File: config.mk
export PLATFORM = sky130hd
export DESIGN_NAME = skew_feeder
export DESIGN_NICKNAME = d
export VERILOG_FILES = /design/src/rtl/skew_feeder_pkg.sv /design/src/rtl/feeder_lane.sv /design/src/rtl/skew_feeder.sv
export SDC_FILE = /design/constraint.sdc
export NUM_CORES = 1
export LEC_CHECK = 0
export CAP_MARGIN = 20
export CORE_MARGIN = 5
export CORE_UTILIZATION = 40
export CTS_CLUSTER_SIZE = 8
export DETAILED_ROUTE_END_ITERATION = 6
export GPL_ROUTABILITY_DRIVEN = 0
export PLACE_DENSITY = 0.77
export SKIP_CTS_REPAIR_TIMING = 1
export SYNTH_ARGS = -nofsm -noshare
export SYNTH_HDL_FRONTEND = slang
export SYNTH_SLANG_ARGS = --single-unit
export TNS_END_PERCENT = 5
File: constraint.sdc
create_clock -name clk -period 3.7 [get_ports clk]
set_clock_uncertainty 0.2 [all_clocks]
set_input_delay 0.74 -clock clk [delete_from_list [all_inputs] [get_ports clk]]
set_output_delay 0.74 -clock clk [all_outputs]
set_load 0.02 [all_outputs]
File: src/rtl/skew_feeder_pkg.sv
// Shared types for the skewed systolic-array feeder.
package skew_feeder_pkg;
  typedef enum logic [1:0] {
    S_IDLE = 2'd0,
    S_RUN  = 2'd1,
    S_DONE = 2'd2
  } state_t;
endpackage

File: src/rtl/feeder_lane.sv
// One feeder row: diagonal window compare plus the zero-filled output register.
module feeder_lane #(
  parameter int WORD_WIDTH = 8,
  parameter int LEN_WIDTH  = 8,
  parameter int LANE_IDX   = 0
) (
  input  logic                  clk,
  input  logic                  reset_n,
  input  logic [LEN_WIDTH:0]    i_t,
  input  logic [LEN_WIDTH:0]    i_len,
  input  logic                  i_adv,
  input  logic [WORD_WIDTH-1:0] i_word,
  output logic                  o_active,
  output logic [WORD_WIDTH-1:0] o_pe_data,
  output logic                  o_pe_valid
);
  localparam logic [LEN_WIDTH:0] LO = (LEN_WIDTH+1)'(LANE_IDX);

  // LO + len tops out at 2*2**LEN_WIDTH-1, so the extra bit never wraps.
  logic [LEN_WIDTH:0]    w_hi;
  logic [WORD_WIDTH-1:0] r_data;
  logic                  r_valid;

  assign w_hi       = LO + i_len;
  assign o_active   = (i_t >= LO) && (i_t < w_hi);
  assign o_pe_data  = r_data;
  assign o_pe_valid = r_valid;

  always_ff @(posedge clk or negedge reset_n) begin
    if (!reset_n) begin
      r_data  <= '0;
      r_valid <= 1'b0;
    end else if (i_adv) begin
      r_valid <= o_active;
      r_data  <= o_active ? i_word : '0;
    end else begin
      r_valid <= 1'b0;
      r_data  <= '0;
    end
  end
endmodule

File: src/rtl/skew_feeder.sv
// Drains the row FIFOs into the array's west edge, lane i delayed i cycles.
module skew_feeder
  import skew_feeder_pkg::*;
#(
  parameter int WORD_WIDTH = 8,
  parameter int LANES      = 4,
  parameter int LEN_WIDTH  = 8
) (
  input  logic                        clk,
  input  logic                        reset_n,
  input  logic                        start,
  input  logic [LEN_WIDTH-1:0]        vec_len,
  input  logic [LANES-1:0]            fifo_empty,
  input  logic [LANES*WORD_WIDTH-1:0] fifo_data,
  input  logic                        stall,
  output logic [LANES-1:0]            fifo_r_enable,
  output logic [LANES*WORD_WIDTH-1:0] pe_data,
  output logic [LANES-1:0]            pe_valid,
  output logic                        busy,
  output logic                        done
);
  state_t               r_state, w_next;
  logic [LEN_WIDTH:0]   r_t;
  logic [LEN_WIDTH-1:0] r_len;
  logic [LANES-1:0]     w_active;
  logic                 w_adv, w_last;

  // One stalled or starved active lane freezes every lane so the skew stays intact.
  assign w_adv  = (r_state == S_RUN) && !stall && !(|(w_active & fifo_empty));
  assign w_last = (r_t + 1'b1) == ({1'b0, r_len} + (LEN_WIDTH+1)'(LANES-1));
  assign fifo_r_enable = {LANES{w_adv}} & w_active;
  assign busy = (r_state == S_RUN);
  assign done = (r_state == S_DONE);

  always_comb begin
    w_next = r_state;
    case (r_state)
      S_IDLE:  if (start) w_next = (vec_len != '0) ? S_RUN : S_DONE;
      S_RUN:   if (w_adv && w_last) w_next = S_DONE;
      S_DONE:  w_next = S_IDLE;
      default: w_next = S_IDLE;
    endcase
  end

  always_ff @(posedge clk or negedge reset_n) begin
    if (!reset_n) begin
      r_state <= S_IDLE;
      r_t     <= '0;
      r_len   <= '0;
    end else begin
      r_state <= w_next;
      if (r_state == S_IDLE && start && vec_len != '0) begin
        r_len <= vec_len;
        r_t   <= '0;
      end else if (w_adv) begin
        r_t <= r_t + 1'b1;
      end
    end
  end

  for (genvar i = 0; i < LANES; i++) begin : g_lane
    feeder_lane #(
      .WORD_WIDTH(WORD_WIDTH),
      .LEN_WIDTH (LEN_WIDTH),
      .LANE_IDX  (i)
    ) u_lane (
      .clk       (clk),
      .reset_n   (reset_n),
      .i_t       (r_t),
      .i_len     ({1'b0, r_len}),
      .i_adv     (w_adv),
      .i_word    (fifo_data[i*WORD_WIDTH +: WORD_WIDTH]),
      .o_active  (w_active[i]),
      .o_pe_data (pe_data[i*WORD_WIDTH +: WORD_WIDTH]),
      .o_pe_valid(pe_valid[i])
    );
  end
endmodule

==> out/metrics.yaml <==
run_status:
  status: "complete, but fails checks"
  violations: "negative setup slack"
floorplanning:
  die_height_um: 102
  die-area_um2: 10400
  pin_count: 90
  core_area_um2: 8220
  die_x_um: 102
  start_util_pct: 41.0
  rows: 33
timing:
  timing.fmax_mhz: 247
  worst_pin_slew_ns: 0.875
  slew_headroom_pct: 41.7
  timing.final.max_slew_violations: 0
  setup_violations: 4
  rsz0062_at_grt: "true"
  min_period_ns: 4.05
  whs_ns: 0.331
  hold_viol_final: 0
  worst_slack_ns: -0.345
  finalCritPeriodShare_pct: 109
worst_setup_path:
  crit_type: "reg2out"
  reg2reg_depth: 14
  worstPathMaxFanout: 5
  worst_setup_path_end_kind: "output port"
  cp-start-kind: "register"
  required_ns: 2.76
  cp_data_arrival_time_ns: 3.11
layout:
  final_cells: 576
  drive_gt1_share_pct: 20.8
  num-fill-cells: 672
  area_growth_pct: 45.8
  antennaDiodeCount: 0
  multi_input_area_um2: 1920
  regArea_um2: 1380
  finalNetCount: 559
  utilization_pct: 59.8
synthesis:
  yosys-top-cells-area: "dfrtp_1 41%, ha_1 15%, xnor2_1 6.8%, and2_1 6.5%, mux2_2 2.7%"
  synth_fp_nets: 421
  synth_cells: 333
  syn_avg_cell_area_um2: 10.1
  synthArstFlopShare_pct: 100
  syn-cell-area_um2: 3370
  yosysMostFrequentCell: "dfrtp_1"
  synth-edff-count: 0
  synthTopCellsByCount: "55 x dfrtp_1, 40 x ha_1, 35 x and2_1, 26 x xnor2_1, 19 x nor2_1"
  yosysUniqueCellTypes: 45
  seq_area_frac_synth_pct: 40.8
  synth_warnings: 0
  ys_ff_latch: 55
  yosysTopAreaCellShare_pct: 40.8
  ys.flop_type: "dfrtp_1"
  yosysTopAreaCell: "dfrtp_1"
routing:
  antenna_left: 0
  first_iter_violations: 111
  post_drt_wl_per_cell_um: 16.2
  drc_errors: 0
  vias: 2938
  dr.pass1.iters: 4
  vias_per_cell: 5.10
  routed_wl_mm: 9.30
hold_path:
  hold_class: "in2async"
clocking:
  tritoncts: "built"
  clk_latency_ns: 0.31
  numCtsBuffers: 5
  cts-root-buf: "clkbuf_8"
  cts_sinks: 55
  clk_pin_slew_ns: 0.10
  cts.path.max_buffers: 2
  h-tree-depth: 2
global_routing:
  overflow: 0
  grt_pass1_vias: 3064
  antenna_found_initial: 0
  grt_max_degree: 41
  grt_usage_pct: 17.9
  grt_pass1_wl_mm: 14.7
placed_design:
  hpwl_mm: 7.53
  portBuffers: 89
  placed_cells: 569
  pre_cts_slack_ns: -0.509
power:
  power_density_nw_per_um2: 801
  ir_worst_vdd_mv: 0.401
  leakage_uw: 0.00233
flow_run:
  drv_cap: 0
## per-stage QoR
| stage | setup TNS, ns | power (uW) | cell area (um2) |
|---|---|---|---|
| 6_report | -1.24 | 3940 | 4920 |
| 5_1_grt | -2.02 | 4240 | 4920 |
| 4_1_cts | -3.27 | 3920 | 4900 |
| 3_5_place_dp | -1.85 | 3510 | 4790 |
| 3_3_place_gp | -1.48 | 3410 | 4790 |
| 2_1_floorplan | -0.0411 | 2400 | 3450 |
## flip-flops by register name, summed over array words and instances (netlist names)
signal,cells
g_lane.u_lane.o_pe_data,32
g_lane.u_lane.o_pe_valid,4
r_len,8
r_state,2
r_t,9
## worst paths after layout
| check | from | end | slack (ns) |
|---|---|---|---|
| max | r_len[2] | fifo_r_enable[2] | -0.35 |
| min | reset_n | r_t[3] | 0.33 |
| max reg2reg | r_len[2] | r_t[6] | 0.16 |
| min reg2reg | r_len[5] | r_len[5] | 0.41 |
| max in group asynchronous | reset_n | r_len[1] | 2.20 |
| min in group clk | r_len[5] | r_len[5] | 0.41 |
## report_power, final
group          internal [uW]  switching (uW)
clock network            198             195
registers                782             146
logic                   1320            1300
total                   2300            1640
## cell usage in the layout (no fill, tap or decap), types with 2 or more instances in the layout
master,instances
xor2_1,4
mux2_2,8
nand2_1,15
nand4_1,6
xnor2_1,25
ha_1,38
nor4_1,3
a21o_1,5
nor2_1,19
nor3_4,2
buf_6,3
a31o_2,2
a211oi_1,3
nand3_1,11
nor3_1,6
a211o_1,5
clkdlybuf4s50_1,84
inv_1,17
dfrtp_1,54
and3_1,2
a21oi_1,8
buf_4,58
nand2b_1,6
or4_1,2
a31oi_1,3
o21ai_0,11
and2_1,35
clkbuf_8,5
nor3_2,3
nor3b_1,2
## per-layer routing
metal	vias to the layer above	share of wire (%)	routed length [um]	global-route usage, %
li1	1418	-	-	-
met1	1416	41	3790	22.7
met2	88	52	4830	31.9
met3	16	5.8	539	3.28
met4	0	1.5	144	3.94
met5	-	0	0	0
## final cells by class
class	count	area share, %
flip-flops and latches	55	28.0
well taps	105	2.67
clock buffers	5	1.40
inverters	18	1.37
multi-input cells	245	39.0
clock inverters	2	0.763
repair buffers	146	26.7
## critical path, cell delays in order, from the launching register on
cell and delay (ns):
dfrtp_1 0.40, buf_6 0.14, ha_4 0.16, a21oi_4 0.20
nor3_2 0.07, xnor2_1 0.16, ha_1 0.32, nand4_1 0.09
nor2_1 0.10, o31a_1 0.18, nor3b_2 0.06, or4_4 0.55
nor3_2 0.18, buf_4 0.18
## logic make-up (layout without fill, tap and decap cells)
family	count (synthesis)	count (layout)	synth area share (%)
buf+inv	33	171	4.56
simple gates	122	122	20.6
flops	55	55	40.8
xor+xnor	30	30	7.79
mux	8	8	2.67
compound gates	45	45	8.76
fa+ha+maj	40	40	14.8
(Power assumes the default switching activity.)
